==> config.mk <==
export PLATFORM = sky130hd
export DESIGN_NAME = food_target_gen
export DESIGN_NICKNAME = d
export VERILOG_FILES = /design/src/rtl/food_target_gen.sv
export SDC_FILE = /design/constraint.sdc
export NUM_CORES = 1
export LEC_CHECK = 0
export ABC_AREA = 1
export CORE_MARGIN = 5
export CORE_UTILIZATION = 60
export DETAILED_ROUTE_END_ITERATION = 10
export DONT_BUFFER_PORTS = 1
export PLACE_DENSITY = 0.87
export SLEW_MARGIN = 20
export SYNTH_ARGS = -nofsm -noshare
export SYNTH_HDL_FRONTEND = slang
export SYNTH_SLANG_ARGS = --single-unit
==> constraint.sdc <==
create_clock -name CLK -period 2.2 [get_ports CLK]
set_clock_uncertainty 0.05 [all_clocks]
set_input_delay 0.11 -clock CLK [delete_from_list [all_inputs] [get_ports CLK]]
set_output_delay 0.11 -clock CLK [all_outputs]
set_load 0.05 [all_outputs]
==> src/rtl/food_target_gen.sv <==
`default_nettype none
// ============================================================================
// Module   : food_target_gen
// Purpose  : Food position generator for the snake game. Relocates the food
//            to a pseudo-random in-field cell on every eat edge, counts eats
//            and requests WIN at WIN_SCORE. Optional FOOD_TIMEOUT_EN macro
//            adds an idle relocation timer (TIMEOUT_CYCLES).
// Revision : 1.0 - initial release
// ============================================================================
module food_target_gen #(
    parameter int          MAX_X          = 159,
    parameter int          MAX_Y          = 119,
    parameter int          WIN_SCORE      = 10,
    parameter int          START_X        = 40,
    parameter int          START_Y        = 30,
    parameter logic [7:0]  LFSR_H_SEED    = 8'hA5,
    parameter logic [6:0]  LFSR_V_SEED    = 7'h2B,
    parameter logic [24:0] TIMEOUT_CYCLES = 25'd30000000
) (
    input  logic       CLK,
    input  logic       RESET,
    input  logic [1:0] MASTER_STATE,
    input  logic       TARGET_REACHED,
    output logic [7:0] FOOD_TARGET_H,
    output logic [6:0] FOOD_TARGET_V,
    output logic [3:0] SCORE,
    output logic       NEW_TARGET,
    output logic       WIN_REQ
);

    localparam logic [7:0] C_MAX_X     = 8'(MAX_X);
    localparam logic [7:0] C_SPAN_X    = 8'(MAX_X + 1);
    localparam logic [6:0] C_MAX_Y     = 7'(MAX_Y);
    localparam logic [6:0] C_SPAN_Y    = 7'(MAX_Y + 1);
    localparam logic [7:0] C_START_X   = 8'(START_X);
    localparam logic [6:0] C_START_Y   = 7'(START_Y);
    localparam logic [3:0] C_WIN_SCORE = 4'(WIN_SCORE);
    localparam logic [1:0] C_MS_IDLE   = 2'b00;
    localparam logic [1:0] C_MS_PLAY   = 2'b01;

    typedef enum logic [1:0] {
        ST_ARMED = 2'd0,
        ST_PICK  = 2'd1,
        ST_WON   = 2'd2
    } state_t;

    if (TIMEOUT_CYCLES < 25'd2) begin : g_timeout_range_check
        $error("food_target_gen: TIMEOUT_CYCLES must be at least 2");
    end

    state_t      r_state;
    logic [7:0]  r_lfsr_h;
    logic [6:0]  r_lfsr_v;
    logic        r_treq_d;
    logic [7:0]  r_target_h;
    logic [6:0]  r_target_v;
    logic [3:0]  r_score;
    logic        r_new_target;
    logic        r_win_req;

    logic [7:0]  w_cx;
    logic [6:0]  w_cy;
    logic        w_eat;
    logic        w_same;
    logic        w_timeout;
    logic        w_reloc;
    logic [3:0]  w_score_inc;

    // Free-running maximal-length LFSRs; never stalled, never zero.
    always_ff @(posedge CLK or posedge RESET) begin
        if (RESET) begin
            r_lfsr_h <= LFSR_H_SEED;
            r_lfsr_v <= LFSR_V_SEED;
        end else begin
            r_lfsr_h <= {r_lfsr_h[6:0], r_lfsr_h[7] ^ r_lfsr_h[5] ^ r_lfsr_h[4] ^ r_lfsr_h[3]};
            r_lfsr_v <= {r_lfsr_v[5:0], r_lfsr_v[6] ^ r_lfsr_v[5]};
        end
    end

    // A single conditional subtract folds any LFSR value into the field.
    assign w_cx        = (r_lfsr_h > C_MAX_X) ? (r_lfsr_h - C_SPAN_X) : r_lfsr_h;
    assign w_cy        = (r_lfsr_v > C_MAX_Y) ? (r_lfsr_v - C_SPAN_Y) : r_lfsr_v;
    assign w_same      = (w_cx == r_target_h) && (w_cy == r_target_v);
    assign w_eat       = TARGET_REACHED & ~r_treq_d & (MASTER_STATE == C_MS_PLAY);
    assign w_score_inc = r_score + 4'd1;

`ifdef FOOD_TIMEOUT_EN
    logic [24:0] r_to_cnt;
    logic        r_reloc;

    assign w_timeout = (r_state == ST_ARMED) && (MASTER_STATE == C_MS_PLAY)
                       && (r_to_cnt == TIMEOUT_CYCLES - 25'd1);

    always_ff @(posedge CLK or posedge RESET) begin
        if (RESET) begin
            r_to_cnt <= '0;
        end else if ((MASTER_STATE != C_MS_PLAY) || (r_state != ST_ARMED) || w_eat || w_timeout) begin
            r_to_cnt <= '0;
        end else begin
            r_to_cnt <= r_to_cnt + 25'd1;
        end
    end

    // Remembers whether the pending PICK came from the timer (an eat wins ties).
    always_ff @(posedge CLK or posedge RESET) begin
        if (RESET) begin
            r_reloc <= 1'b0;
        end else if ((r_state == ST_ARMED) && (MASTER_STATE == C_MS_PLAY) && (w_eat || w_timeout)) begin
            r_reloc <= ~w_eat;
        end
    end

    assign w_reloc = r_reloc;
`else
    assign w_timeout = 1'b0;
    assign w_reloc   = 1'b0;
`endif

    always_ff @(posedge CLK or posedge RESET) begin
        if (RESET) begin
            r_state      <= ST_ARMED;
            r_treq_d     <= 1'b0;
            r_target_h   <= C_START_X;
            r_target_v   <= C_START_Y;
            r_score      <= 4'd0;
            r_new_target <= 1'b0;
            r_win_req    <= 1'b0;
        end else begin
            r_treq_d     <= TARGET_REACHED;
            r_new_target <= 1'b0;
            if (MASTER_STATE == C_MS_IDLE) begin
                r_state    <= ST_ARMED;
                r_target_h <= C_START_X;
                r_target_v <= C_START_Y;
                r_score    <= 4'd0;
                r_win_req  <= 1'b0;
            end else if (MASTER_STATE == C_MS_PLAY) begin
                case (r_state)
                    ST_ARMED: begin
                        if (w_eat || w_timeout) begin
                            r_state <= ST_PICK;
                        end
                    end
                    ST_PICK: begin
                        // An equal candidate is retried; the LFSRs move on next cycle.
                        if (!w_same) begin
                            r_target_h   <= w_cx;
                            r_target_v   <= w_cy;
                            r_new_target <= 1'b1;
                            if (w_reloc) begin
                                r_state <= ST_ARMED;
                            end else begin
                                r_score <= w_score_inc;
                                if (w_score_inc == C_WIN_SCORE) begin
                                    r_state   <= ST_WON;
                                    r_win_req <= 1'b1;
                                end else begin
                                    r_state <= ST_ARMED;
                                end
                            end
                        end
                    end
                    ST_WON: begin
                        r_win_req <= 1'b1;
                    end
                    default: begin
                        r_state <= ST_ARMED;
                    end
                endcase
            end
        end
    end

    assign FOOD_TARGET_H = r_target_h;
    assign FOOD_TARGET_V = r_target_v;
    assign SCORE         = r_score;
    assign NEW_TARGET    = r_new_target;
    assign WIN_REQ       = r_win_req;

endmodule
`default_nettype wire
Word-level counts from Yosys, hierarchy flattened
Index checks and enable logic that the tools add are counted.
Widths: inputs -> output; s select.
- reductions and logical operators: 9
- equal/unequal tests: 11
- magnitude comparators: 2
- $add $sub $neg: 3
- muxes and demuxes: 29
- bitwise operators: 7
- operators with widths (operator ; number):
    $mux 8 ; 5
    $mux 7 ; 5
    $mux 4 ; 4
    $mux 2 ; 5
    $ne 3x3->1 const B ; 3
    $eq 8x8->1 ; 1
    $gt 8x8->1 const B ; 1
    $mux 1 ; 8
    $reduce_and 4->1 ; 2
    $sub 8x8->8 const B ; 1
    $eq 7x7->1 ; 1
    $gt 7x7->1 const B ; 1
    $sub 7x7->7 const B ; 1
    $pmux 2 s3 ; 1
    $add 4x1->4 const B ; 1
    $eq 2x1->1 const B ; 2
    $eq 4x4->1 const B ; 1
    $logic_not 2->1 ; 2
    $reduce_bool 2->1 ; 2
    $xor 1x1->1 ; 4
    $reduce_and 3->1 ; 1
    $reduce_bool 3->1 ; 1
    $and 1x1->1 ; 2
    $eq 2x2->1 const B ; 1
    5 further kinds ; 5
- word-level logic and storage cells: 70
- input port bits: 5
- output and inout bits: 21
- bits in registers: 39

Depth between registers and ports, before layout
Gate-level depths: netlist of the first run.
- depth after elaboration: 8
- depth in mapped cells: 16
- mapped depth without buffers: 15

Worst setup path before layout of the first run
No wires, ideal clock.
- path kind: flip-flop to flip-flop
- from: register r_lfsr_v[5]
- to: register r_score[0], in the netlist SCORE[0]
- library setup time: 0.149 ns
- setup slack: 0.149 ns
- path buffers: 1
- arrival: 1.852 ns
- data required time: 2.001 ns
- stages on the path, launching flop included: 13
- clock period less this slack: 2.051 ns
- cells stage by stage: dfstp_2 > ha_1 > nand2_1 > o21ai_4 > nand2_4 > nand2_2 > nand2_2 > xor2_2 > nand3_2 > nand2_2 > buf_6 > nand3_1 > o21ai_0
- cells in the longest elaborated chain, start to end: 6
- elaborated cells between the ends (all ways): 7
- those cells by class: add/sub: 1; order compare: 1; eq/ne: 2; mux: 1; reduce/logical: 2
- RTL lines (item ; RTL line ; text):
    start, declared ; 53 ; logic [6:0] r_lfsr_v;
    start signal, assigned ; 76 ; r_lfsr_v <= {r_lfsr_v[5:0], r_lfsr_v[6] ^ r_lfsr_v[5]};
    $sub 7x7->7 or $gt 7x7->1 (tied branches) ; 82 ; assign w_cy = (r_lfsr_v > C_MAX_Y) ? (r_lfsr_v - C_SPAN_Y) : r_lfsr_v;
    $mux 7 (*) ; 82 ;
    $eq 7x7->1 (*) ; 83 ; assign w_same = (w_cx == r_target_h) && (w_cy == r_target_v);
    $logic_and 1x1->1 (*) ; 83 ;
    $ne 2x1->1 (no line) (*) ; -- ;
    $reduce_and 3->1 (no line) (*) ; -- ;
    end signal, assigned ; 153 ; r_score <= w_score_inc;
    end, declared ; 57 ; logic [3:0] r_score;
Every way passes the cells marked *; elsewhere a longest branch is shown, timed or not.
A chain may end at the register's enable or synchronous reset.

Worst setup path in the final report of the first run
- from: register r_lfsr_v[5]
- to: register r_target_v[2], in the netlist FOOD_TARGET_V[2]
- cells in the longest elaborated chain, start to end: 6
- elaborated cells between the ends (all ways): 11
- those cells by class: add/sub: 1; order compare: 1; eq/ne: 2; mux: 5; reduce/logical: 2
- RTL lines (item ; RTL line ; text):
    $sub 7x7->7 or $gt 7x7->1 (tied branches) ; 82 ;
    $mux 7 (*) ; 82 ;
    $eq 7x7->1 or $mux 7 (tied branches) ; 83, 146 ;
    $logic_and 1x1->1 or $mux 7 (tied branches) ; 83, 138 ;
    $ne 2x1->1 (no line) or $mux 7 (tied branches) ; -- ;
    $reduce_and 3->1 (no line) or $mux 7 (tied branches) ; -- ;
    end signal, assigned ; 148 ; r_target_v <= w_cy;
    end, declared ; 56 ; logic [6:0] r_target_v;
Every way passes the cells marked *; elsewhere a longest branch is shown, timed or not. The select of a mux whose other input is x is not followed.

==> impl_metrics.prom, run 1 <==
# TYPE chip_impl_metric gauge
chip_impl_info{name="outcome",value="complete, but fails checks"} 1
chip_impl_info{name="failed_checks",value="setup timing"} 1
chip_impl_metric{name="drt-met1-wl",unit="microns"} 2080
chip_impl_metric{name="setup-violations-final",unit=""} 22
chip_impl_info{name="topRoutingLayerUsed",value="met4"} 1
chip_impl_metric{name="met3_wirelength",unit="microns"} 368
chip_impl_metric{name="finalHoldViolCount",unit=""} 0
chip_impl_metric{name="synth_warnings",unit=""} 0
chip_impl_metric{name="gpl.final_weighted_congestion",unit=""} 0.837
chip_impl_metric{name="synthesis.instances",unit=""} 261
chip_impl_info{name="holdPathEnd",value="NEW_TARGET$_DFF_PP0_"} 1
chip_impl_metric{name="slew_headroom",unit="%"} 60.6
chip_impl_metric{name="hpwl",unit="microns"} 3310
chip_impl_metric{name="timing.max_cap.violations",unit=""} 0
chip_impl_metric{name="port-buffer-count",unit=""} 0
chip_impl_metric{name="whs_path_depth",unit=""} 4
chip_impl_info{name="grt_setup_unrepaired",value="true"} 1
chip_impl_metric{name="total_grt_usage",unit="%"} 20.1
chip_impl_metric{name="cp_data_arrival_time",unit="ps"} 2580
chip_impl_metric{name="power_density",unit="nW/um^2"} 643
chip_impl_metric{name="yosysTopAreaCellShare",unit="%"} 29.2
chip_impl_metric{name="drt-total-wl",unit="microns"} 5290
chip_impl_metric{name="cp_max_fo",unit=""} 6
chip_impl_info{name="timing_worst_setup_path_type",value="flip-flop to flip-flop"} 1
chip_impl_metric{name="final_period_minus_worst_setup_slack",unit="ps"} 2330
chip_impl_info{name="yosys.area.top_type",value="sky130_fd_sc_hd__dfrtp_1"} 1
chip_impl_metric{name="postRouteAntennaNets",unit=""} 0
chip_impl_metric{name="first_global_vias",unit=""} 1783
chip_impl_metric{name="fp.dieH",unit="microns"} 69.7
chip_impl_info{name="hold_sp",value="MASTER_STATE[0]"} 1
chip_impl_info{name="critPathLaunchType",value="flip-flop"} 1
chip_impl_metric{name="synth_seq_area_share",unit="%"} 46.4
chip_impl_info{name="regToRegEndpoint",value="FOOD_TARGET_V[2]$_DFFE_PP1P_"} 1
chip_impl_metric{name="report.power.total",unit="mW"} 1.69
chip_impl_metric{name="routed_wire_length_per_instance",unit="microns"} 15.3
chip_impl_metric{name="post-route-drc-count",unit=""} 0
chip_impl_metric{name="clk_latency",unit="ps"} 350
chip_impl_metric{name="final_nets",unit=""} 309
chip_impl_metric{name="worst_setup_hold_path_clk_slew",unit="ps"} 120
chip_impl_metric{name="met2WireLength",unit="microns"} 2690
chip_impl_metric{name="initialDrtViolationCount",unit=""} 206
chip_impl_metric{name="number_of_standard_cell_rows_in_the_floorplan",unit=""} 21
chip_impl_metric{name="timing.final.ws_setup",unit="ps"} -131
chip_impl_metric{name="deepest_level_of_the_cts_h_tree",unit=""} 2
chip_impl_metric{name="cts_num_sinks",unit=""} 39
chip_impl_metric{name="grt.overflow.total",unit=""} 0
chip_impl_metric{name="utilization",unit="%"} 77.7
chip_impl_metric{name="pin_count",unit=""} 26
chip_impl_metric{name="grt_first_pass_wirelength",unit="microns"} 7890
chip_impl_info{name="ys_top_cells_by_area",value="sky130_fd_sc_hd__dfrtp_1 (29%), sky130_fd_sc_hd__dfstp_2 (17%), sky130_fd_sc_hd__nand2_1 (13%), sky130_fd_sc_hd__nand3_1 (8.6%), sky130_fd_sc_hd__inv_1 (6.7%)"} 1
chip_impl_metric{name="slew_of_the_pin_with_the_lowest_slew_margin",unit="ps"} 590
chip_impl_metric{name="syn_area",unit="sq um"} 2140
chip_impl_metric{name="synth.ff_latch_count",unit=""} 39
chip_impl_metric{name="worst_ep_required_time",unit="ps"} 2450
chip_impl_metric{name="ir_worst_vdd",unit="mV"} 0.534
chip_impl_metric{name="antenna_found_initial",unit=""} 0
chip_impl_info{name="hp-class",value="primary input to flip-flop"} 1
chip_impl_metric{name="n_antenna_cell",unit=""} 0
chip_impl_metric{name="detailedPlace.worstSlack",unit="ps"} -7.45
chip_impl_metric{name="syn2layout_area_growth",unit="%"} 23.0
chip_impl_metric{name="post-route-period-util",unit="%"} 106
chip_impl_metric{name="fillCellCount",unit=""} 214
chip_impl_metric{name="detailroute.via_count",unit=""} 1908
chip_impl_metric{name="num_cts_buffers",unit=""} 5
chip_impl_metric{name="vias_per_cell",unit=""} 5.53
chip_impl_metric{name="floorplan.die_area",unit="sq um"} 4860
chip_impl_metric{name="drt_pass1_iterations",unit=""} 4
chip_impl_info{name="ctsRootBufferMaster",value="sky130_fd_sc_hd__clkbuf_4"} 1
chip_impl_metric{name="netlist-cell-type-count",unit=""} 31
chip_impl_metric{name="postSynthNetCount",unit=""} 272
chip_impl_metric{name="synth_area_per_cell",unit="sq um"} 8.20
chip_impl_metric{name="cts.path.max_buffers",unit=""} 2
chip_impl_metric{name="initial_core_util",unit="%"} 63.2
chip_impl_info{name="worstReg2RegStart",value="r_lfsr_v[5]$_DFF_PP1_"} 1
chip_impl_metric{name="report.final.slew_viol_count",unit=""} 0
chip_impl_metric{name="core_region_area",unit="sq um"} 3390
chip_impl_metric{name="floorplan.die.width",unit="microns"} 69.7
chip_impl_metric{name="max_freq",unit="MHz"} 429
chip_impl_info{name="crit_path_end_kind",value="flip-flop"} 1
chip_impl_metric{name="grt_max_degree",unit=""} 40
chip_impl_info{name="cts_tree",value="done"} 1
chip_impl_metric{name="worst_r2r_path_depth",unit=""} 15
chip_impl_metric{name="power.static_leakage",unit="nW"} 1.28
chip_impl_metric{name="drive_above_1_share",unit="%"} 31.8
chip_impl_metric{name="r2r_slack",unit="ps"} -130
-- cell usage after synthesis --
cell type and instances:
sky130_fd_sc_hd__nor3_1 1, sky130_fd_sc_hd__o31ai_1 1, sky130_fd_sc_hd__nand3_2 4, sky130_fd_sc_hd__xor2_2 1, sky130_fd_sc_hd__dfrtp_1 25, sky130_fd_sc_hd__a21oi_1 1, sky130_fd_sc_hd__xnor2_1 6, sky130_fd_sc_hd__or2_2 1
sky130_fd_sc_hd__o21ai_1 6, sky130_fd_sc_hd__nand2_4 3, sky130_fd_sc_hd__ha_1 6, sky130_fd_sc_hd__dfstp_2 14, sky130_fd_sc_hd__nand4_1 3, sky130_fd_sc_hd__nand3_4 1, sky130_fd_sc_hd__o211ai_1 1, sky130_fd_sc_hd__inv_2 1
sky130_fd_sc_hd__nor2_1 12, sky130_fd_sc_hd__o21bai_1 1, sky130_fd_sc_hd__buf_2 1, sky130_fd_sc_hd__nand2_1 73, sky130_fd_sc_hd__o21ai_4 1, sky130_fd_sc_hd__nand3_1 37, sky130_fd_sc_hd__nor2_2 3, sky130_fd_sc_hd__buf_6 2
sky130_fd_sc_hd__o21ai_0 7, sky130_fd_sc_hd__clkbuf_1 1, sky130_fd_sc_hd__inv_1 38, sky130_fd_sc_hd__buf_4 1, sky130_fd_sc_hd__nand3b_1 3, sky130_fd_sc_hd__nand2_2 4, sky130_fd_sc_hd__xor2_1 2
-- final cells by class --
class | instances | area (sq um) | area share [%]
clock inverter | 2 | 35.0 | 1.33
tap | 46 | 57.6 | 2.19
timing repair buffer | 35 | 284 | 10.8
clock buffer | 6 | 51.3 | 1.95
inverter | 39 | 146 | 5.56
multi-input combinational | 178 | 1060 | 40.4
sequential | 39 | 993 | 37.7
-- per-stage QoR --
stage | TNS [ps] | hold slack, ps | instances | instance area, sq um
after floorplan | 0 | 91.4 | 261 | 2140
after global placement | 0 | 91.6 | 330 | 2370
after detailed placement | -14.8 | 91.7 | 330 | 2370
after CTS | -9.31 | 12.9 | 342 | 2510
after global routing | -4850 | 34.0 | 345 | 2630
final | -2010 | 63.4 | 345 | 2630
-- worst max-delay path, cell delays in order, from the launching register on --
cell and delay, ps:
sky130_fd_sc_hd__dfstp_2 580, sky130_fd_sc_hd__ha_4 150, sky130_fd_sc_hd__nand2_4 50, sky130_fd_sc_hd__o21ai_4 260
sky130_fd_sc_hd__nand2_4 110, sky130_fd_sc_hd__nand2_4 100, sky130_fd_sc_hd__nand2_2 50, sky130_fd_sc_hd__nand2_1 80
sky130_fd_sc_hd__nand2_1 80, sky130_fd_sc_hd__nor2_2 160, sky130_fd_sc_hd__nand3_2 130, sky130_fd_sc_hd__nand2_4 130
sky130_fd_sc_hd__buf_6 120, sky130_fd_sc_hd__nand2_8 70, sky130_fd_sc_hd__nand2_2 100, sky130_fd_sc_hd__nand2_2 50
-- cells by family after synthesis --
| group | after synthesis | share of synthesized area [%] |
|---|---|---|
| compound gates | 18 | 5.09 |
| buf+inv | 44 | 8.65 |
| fa+ha+maj | 6 | 3.51 |
| simple gates | 145 | 32.3 |
| xor+xnor | 9 | 4.03 |
| flops | 39 | 46.4 |
-- worst max path at each step --
stage,from,end,cells after the start
floorplan,r_lfsr_v[5]$_DFF_PP1_,SCORE[0]$_DFFE_PP0P_,12
global placement,r_lfsr_v[5]$_DFF_PP1_,FOOD_TARGET_H[6]$_DFFE_PP0P_,14
detailed placement,r_lfsr_v[5]$_DFF_PP1_,FOOD_TARGET_H[6]$_DFFE_PP0P_,14
CTS,r_lfsr_v[5]$_DFF_PP1_,FOOD_TARGET_H[6]$_DFFE_PP0P_,14
global route,r_lfsr_v[5]$_DFF_PP1_,FOOD_TARGET_H[1]$_DFFE_PP0P_,14
finish,r_lfsr_v[5]$_DFF_PP1_,FOOD_TARGET_V[2]$_DFFE_PP1P_,15
-- registers in the layout, indices dropped and copies added (netlist names) --
signal,cells
r_lfsr_v,7
FOOD_TARGET_H,8
r_lfsr_h,8
WIN_REQ,1
NEW_TARGET,1
FOOD_TARGET_V,7
r_state,2
r_treq_d,1
SCORE,4
-- what timing repair did --
item / CTS / global route
gates cloned: 0 / 1
buffers inserted: 0 / 2
pin swaps: 2 / 15
endpoints found under the setup margin: 17 / 22
hold endpoints to repair: 30 / 0
resized for setup: 2 / 35
hold buffers: 4 / 0
-- metal layers --
layer  global-route usage [%]  vias to the layer above
met4                     5.96                        0
met1                     25.5                      908
met5                        0                        -
met3                     6.23                       23
li1                         -                      896
met2                     32.9                       81
-- power by group --
part,internal (mW),switching (mW)
registers,0.766,0.0640
clock network,0.268,0.239
logic,0.115,0.241
total,1.15,0.544
-- layout by cell type, fill, tap and decap left out, types with 11 or more instances in the layout --
cell type | synthesis | routed
sky130_fd_sc_hd__buf_4 | 1 | 28
sky130_fd_sc_hd__nor2_1 | 12 | 12
sky130_fd_sc_hd__nand2_1 | 73 | 64
sky130_fd_sc_hd__dfstp_2 | 14 | 14
sky130_fd_sc_hd__nand3_1 | 37 | 29
sky130_fd_sc_hd__dfrtp_1 | 25 | 25
sky130_fd_sc_hd__o21ai_1 | 6 | 11
sky130_fd_sc_hd__nand2_2 | 4 | 11
sky130_fd_sc_hd__inv_1 | 38 | 36
sky130_fd_sc_hd__nand3_2 | 4 | 12
Power figures use the tool's default switching activity.
==> inputs of run 2 (changes only) <==
--- a/config.mk
+++ b/config.mk
@@ -10,7 +10,9 @@
 export CORE_UTILIZATION = 60
 export DETAILED_ROUTE_END_ITERATION = 10
 export DONT_BUFFER_PORTS = 1
+export GPL_TIMING_DRIVEN = 0
 export PLACE_DENSITY = 0.87
+export SKIP_CTS_REPAIR_TIMING = 1
 export SLEW_MARGIN = 20
 export SYNTH_ARGS = -nofsm -noshare
 export SYNTH_HDL_FRONTEND = slang
==> run 2 against run 1 <==
Effect of this change:
- the run still ends with setup timing left
- design area fell by 3.1%
- sequential share of layout area rose by 1.6 points
- register-to-register slack worse by 30 ps
- non-clock buffer count is 16 lower
- die area unchanged
- largest power group unchanged
==> impl_metrics.prom, run 2 (synthesis results as in run 1) <==
# TYPE chip_impl_metric gauge
chip_impl_info{name="outcome",value="complete, but fails checks"} 1
chip_impl_info{name="failed_checks",value="setup timing"} 1
chip_impl_info{name="critical_path.endpoint",value="FOOD_TARGET_V[4]$_DFFE_PP1P_"} 1
chip_impl_info{name="grt_setup_unrepaired",value="true"} 1
chip_impl_metric{name="timing.max_cap.violations",unit=""} 0
chip_impl_metric{name="cts.path.max_buffers",unit=""} 2
chip_impl_metric{name="report.final.slew_viol_count",unit=""} 0
chip_impl_metric{name="num_cts_buffers",unit=""} 5
chip_impl_metric{name="setup-violations-final",unit=""} 22
chip_impl_info{name="timing.critical_path.slowest_stage_cell",value="sky130_fd_sc_hd__dfrtp_1"} 1
chip_impl_metric{name="clk_latency",unit="ps"} 360
chip_impl_metric{name="finalHoldViolCount",unit=""} 0
chip_impl_metric{name="gpl.final_weighted_congestion",unit=""} 0.802
chip_impl_metric{name="power.net_switching",unit="mW"} 0.545
chip_impl_metric{name="final_nets",unit=""} 293
chip_impl_metric{name="initialDrtViolationCount",unit=""} 169
chip_impl_info{name="cpLargestDelayFamily",value="simple AND/OR/NAND/NOR gates"} 1
chip_impl_info{name="path_common_cell",value="sky130_fd_sc_hd__nand2_1"} 1
chip_impl_metric{name="slew_of_the_pin_with_the_lowest_slew_margin",unit="ps"} 630
chip_impl_metric{name="timing.final.ws_setup",unit="ps"} -159
chip_impl_metric{name="antenna_found_initial",unit=""} 0
chip_impl_metric{name="core_region_area",unit="sq um"} 3390
chip_impl_info{name="critPathLaunchType",value="flip-flop"} 1
chip_impl_metric{name="grt.overflow.total",unit=""} 0
chip_impl_info{name="crit_path_end_kind",value="flip-flop"} 1
chip_impl_metric{name="cts_num_sinks",unit=""} 39
chip_impl_info{name="ctsRootBufferMaster",value="sky130_fd_sc_hd__clkbuf_4"} 1
chip_impl_metric{name="fp.dieH",unit="microns"} 69.7
chip_impl_metric{name="max_freq",unit="MHz"} 424
chip_impl_info{name="most-common-layout-cells",value="sky130_fd_sc_hd__nand2_1 (67), sky130_fd_sc_hd__inv_1 (36), sky130_fd_sc_hd__nand3_1 (27), sky130_fd_sc_hd__dfrtp_1 (22), sky130_fd_sc_hd__nand3_2 (14)"} 1
chip_impl_metric{name="detailroute.via_count",unit=""} 1816
chip_impl_metric{name="postRouteAntennaNets",unit=""} 0
chip_impl_metric{name="vias_per_cell",unit=""} 5.52
chip_impl_metric{name="worst_r2r_path_depth",unit=""} 16
chip_impl_metric{name="cp_data_arrival_time",unit="ps"} 2590
chip_impl_metric{name="fillCellCount",unit=""} 230
chip_impl_metric{name="floorplan.die.width",unit="microns"} 69.7
chip_impl_metric{name="crit_cells",unit=""} 16
chip_impl_metric{name="post-route-drc-count",unit=""} 0
chip_impl_metric{name="hpwl",unit="microns"} 3390
chip_impl_metric{name="syn2layout_area_growth",unit="%"} 19.2
chip_impl_metric{name="r2r_slack",unit="ps"} -160
chip_impl_metric{name="initial_core_util",unit="%"} 63.2
chip_impl_metric{name="cp_max_fo",unit=""} 6
chip_impl_metric{name="ff_latch_area",unit="sq um"} 1000
chip_impl_metric{name="pwr-share-clk",unit="%"} 28.7
chip_impl_metric{name="multi_input_area",unit="sq um"} 1090
chip_impl_metric{name="power_density",unit="nW/um^2"} 651
chip_impl_metric{name="cell_count_final_fillers_out",unit=""} 329
chip_impl_metric{name="pin_count",unit=""} 26
chip_impl_metric{name="routed_wire_length_per_instance",unit="microns"} 15.4
chip_impl_metric{name="n_antenna_cell",unit=""} 0
chip_impl_info{name="cts_tree",value="done"} 1
chip_impl_metric{name="dp.cells",unit=""} 308
chip_impl_info{name="hp-class",value="primary input to flip-flop"} 1
chip_impl_metric{name="netSwitchingFraction",unit="%"} 32.8
chip_impl_metric{name="post-route-period-util",unit="%"} 107
chip_impl_metric{name="slew_headroom",unit="%"} 58.0
chip_impl_metric{name="max_stage_delay",unit="ps"} 700
chip_impl_info{name="timing_worst_setup_path_type",value="flip-flop to flip-flop"} 1
chip_impl_metric{name="floorplan.die_area",unit="sq um"} 4860
chip_impl_metric{name="grt_first_pass_wirelength",unit="microns"} 7760
chip_impl_info{name="path_cells",value="inv_1 -> nand2_1 -> nand2_1 -> inv_1 -> nand2_1 -> nor2_1 -> nand2_1 -> nor2_1 -> nand3_2 -> nor2_4 -> nand3_2 -> nand2_4 -> buf_8 -> nand2_8 -> nand2_1 -> nand2_1"} 1
chip_impl_metric{name="first_global_vias",unit=""} 1603
chip_impl_metric{name="final_period_minus_worst_setup_slack",unit="ps"} 2360
chip_impl_metric{name="deepest_level_of_the_cts_h_tree",unit=""} 2
chip_impl_metric{name="total_grt_usage",unit="%"} 20.1
chip_impl_info{name="crit_path_start",value="FOOD_TARGET_H[4]$_DFFE_PP0P_"} 1
chip_impl_metric{name="buffers_inverters_on_critical_path",unit=""} 3
chip_impl_metric{name="number_of_standard_cell_rows_in_the_floorplan",unit=""} 21
chip_impl_metric{name="power.static_leakage",unit="nW"} 1.20
chip_impl_metric{name="ir_worst_vdd",unit="mV"} 0.515
chip_impl_info{name="layout.cells.most_common",value="sky130_fd_sc_hd__nand2_1"} 1
chip_impl_metric{name="detailedPlace.worstSlack",unit="ps"} -112
chip_impl_info{name="regToRegEndpoint",value="FOOD_TARGET_V[4]$_DFFE_PP1P_"} 1
chip_impl_metric{name="worst_setup_hold_path_clk_slew",unit="ps"} 110
chip_impl_info{name="worstReg2RegStart",value="FOOD_TARGET_H[4]$_DFFE_PP0P_"} 1
chip_impl_metric{name="p_int",unit="mW"} 1.12
chip_impl_metric{name="drive_above_1_share",unit="%"} 27.6
chip_impl_metric{name="drt-total-wl",unit="microns"} 5060
chip_impl_metric{name="drt_pass1_iterations",unit=""} 4
chip_impl_metric{name="seqPwrFrac",unit="%"} 55.5
chip_impl_metric{name="port-buffer-count",unit=""} 0
chip_impl_metric{name="worst_ep_required_time",unit="ps"} 2430
chip_impl_metric{name="power.share.combinational",unit="%"} 15.8
chip_impl_metric{name="grt_max_degree",unit=""} 31
## run 2: area by class of cell
class | count | area share [%]
plain buffers | 5 | 1.81
repair buffers | 14 | 5.25
flip-flops and latches | 39 | 39.4
clock buffers | 7 | 1.77
inverters | 39 | 5.74
well taps | 46 | 2.26
clock inverters | 1 | 1.18
multi-input cells | 178 | 42.6
## run 2: metrics by stage
stage / area [sq um] / util, % / power (mW) / setup TNS (ps) / hold slack, ps
2_1_floorplan: 2140 / - / 1.07 / 0 / 91.4
3_3_place_gp: 2200 / 64.9 / 1.11 / -181 / 91.6
3_5_place_dp: 2220 / 65.4 / 1.13 / -1490 / -121
4_1_cts: 2290 / 67.7 / 1.60 / -1890 / -529
5_1_grt: 2550 / 75.3 / 1.74 / -6100 / 40.8
6_report: 2550 / 75.3 / 1.66 / -2070 / 39.0
## run 2: tightest hold or removal path, stage by stage
cell                      delay, ps
sky130_fd_sc_hd__inv_1           50
sky130_fd_sc_hd__nor2_1          70
sky130_fd_sc_hd__nand3_2        110
sky130_fd_sc_hd__o21ai_1         70
## run 2: worst min path at each step
stage / from / cells past startpoint / end / slack (ps)
2_1_floorplan: TARGET_REACHED / 0 / r_treq_d$_DFF_PP0_ / 90
3_3_place_gp: TARGET_REACHED / 0 / r_treq_d$_DFF_PP0_ / 90
3_5_place_dp: RESET / 1 / SCORE[0]$_DFFE_PP0P_ / -120
4_1_cts: RESET / 1 / SCORE[0]$_DFFE_PP0P_ / -530
5_1_grt: MASTER_STATE[0] / 4 / FOOD_TARGET_V[0]$_DFFE_PP0P_ / 40
6_report: MASTER_STATE[0] / 4 / FOOD_TARGET_V[0]$_DFFE_PP0P_ / 40
## run 2: power by group through the flow
stage | logic, mW | registers (mW) | clock network, mW
after CTS | 0.196 | 0.918 | 0.483
after global placement | 0.184 | 0.929 | 0
after floorplan | 0.153 | 0.918 | 0
final | 0.262 | 0.921 | 0.477
after detailed placement | 0.195 | 0.931 | 0
after global routing | 0.288 | 0.928 | 0.523
## run 2: layer usage
metal  share of wire (%)  global-route usage (%)  routed length [microns]
met1                  38                    24.9                     1950
met2                  50                    32.8                     2550
met3                 9.3                    7.39                      472
met4                 1.9                    6.17                       96
met5                   0                       0                        0
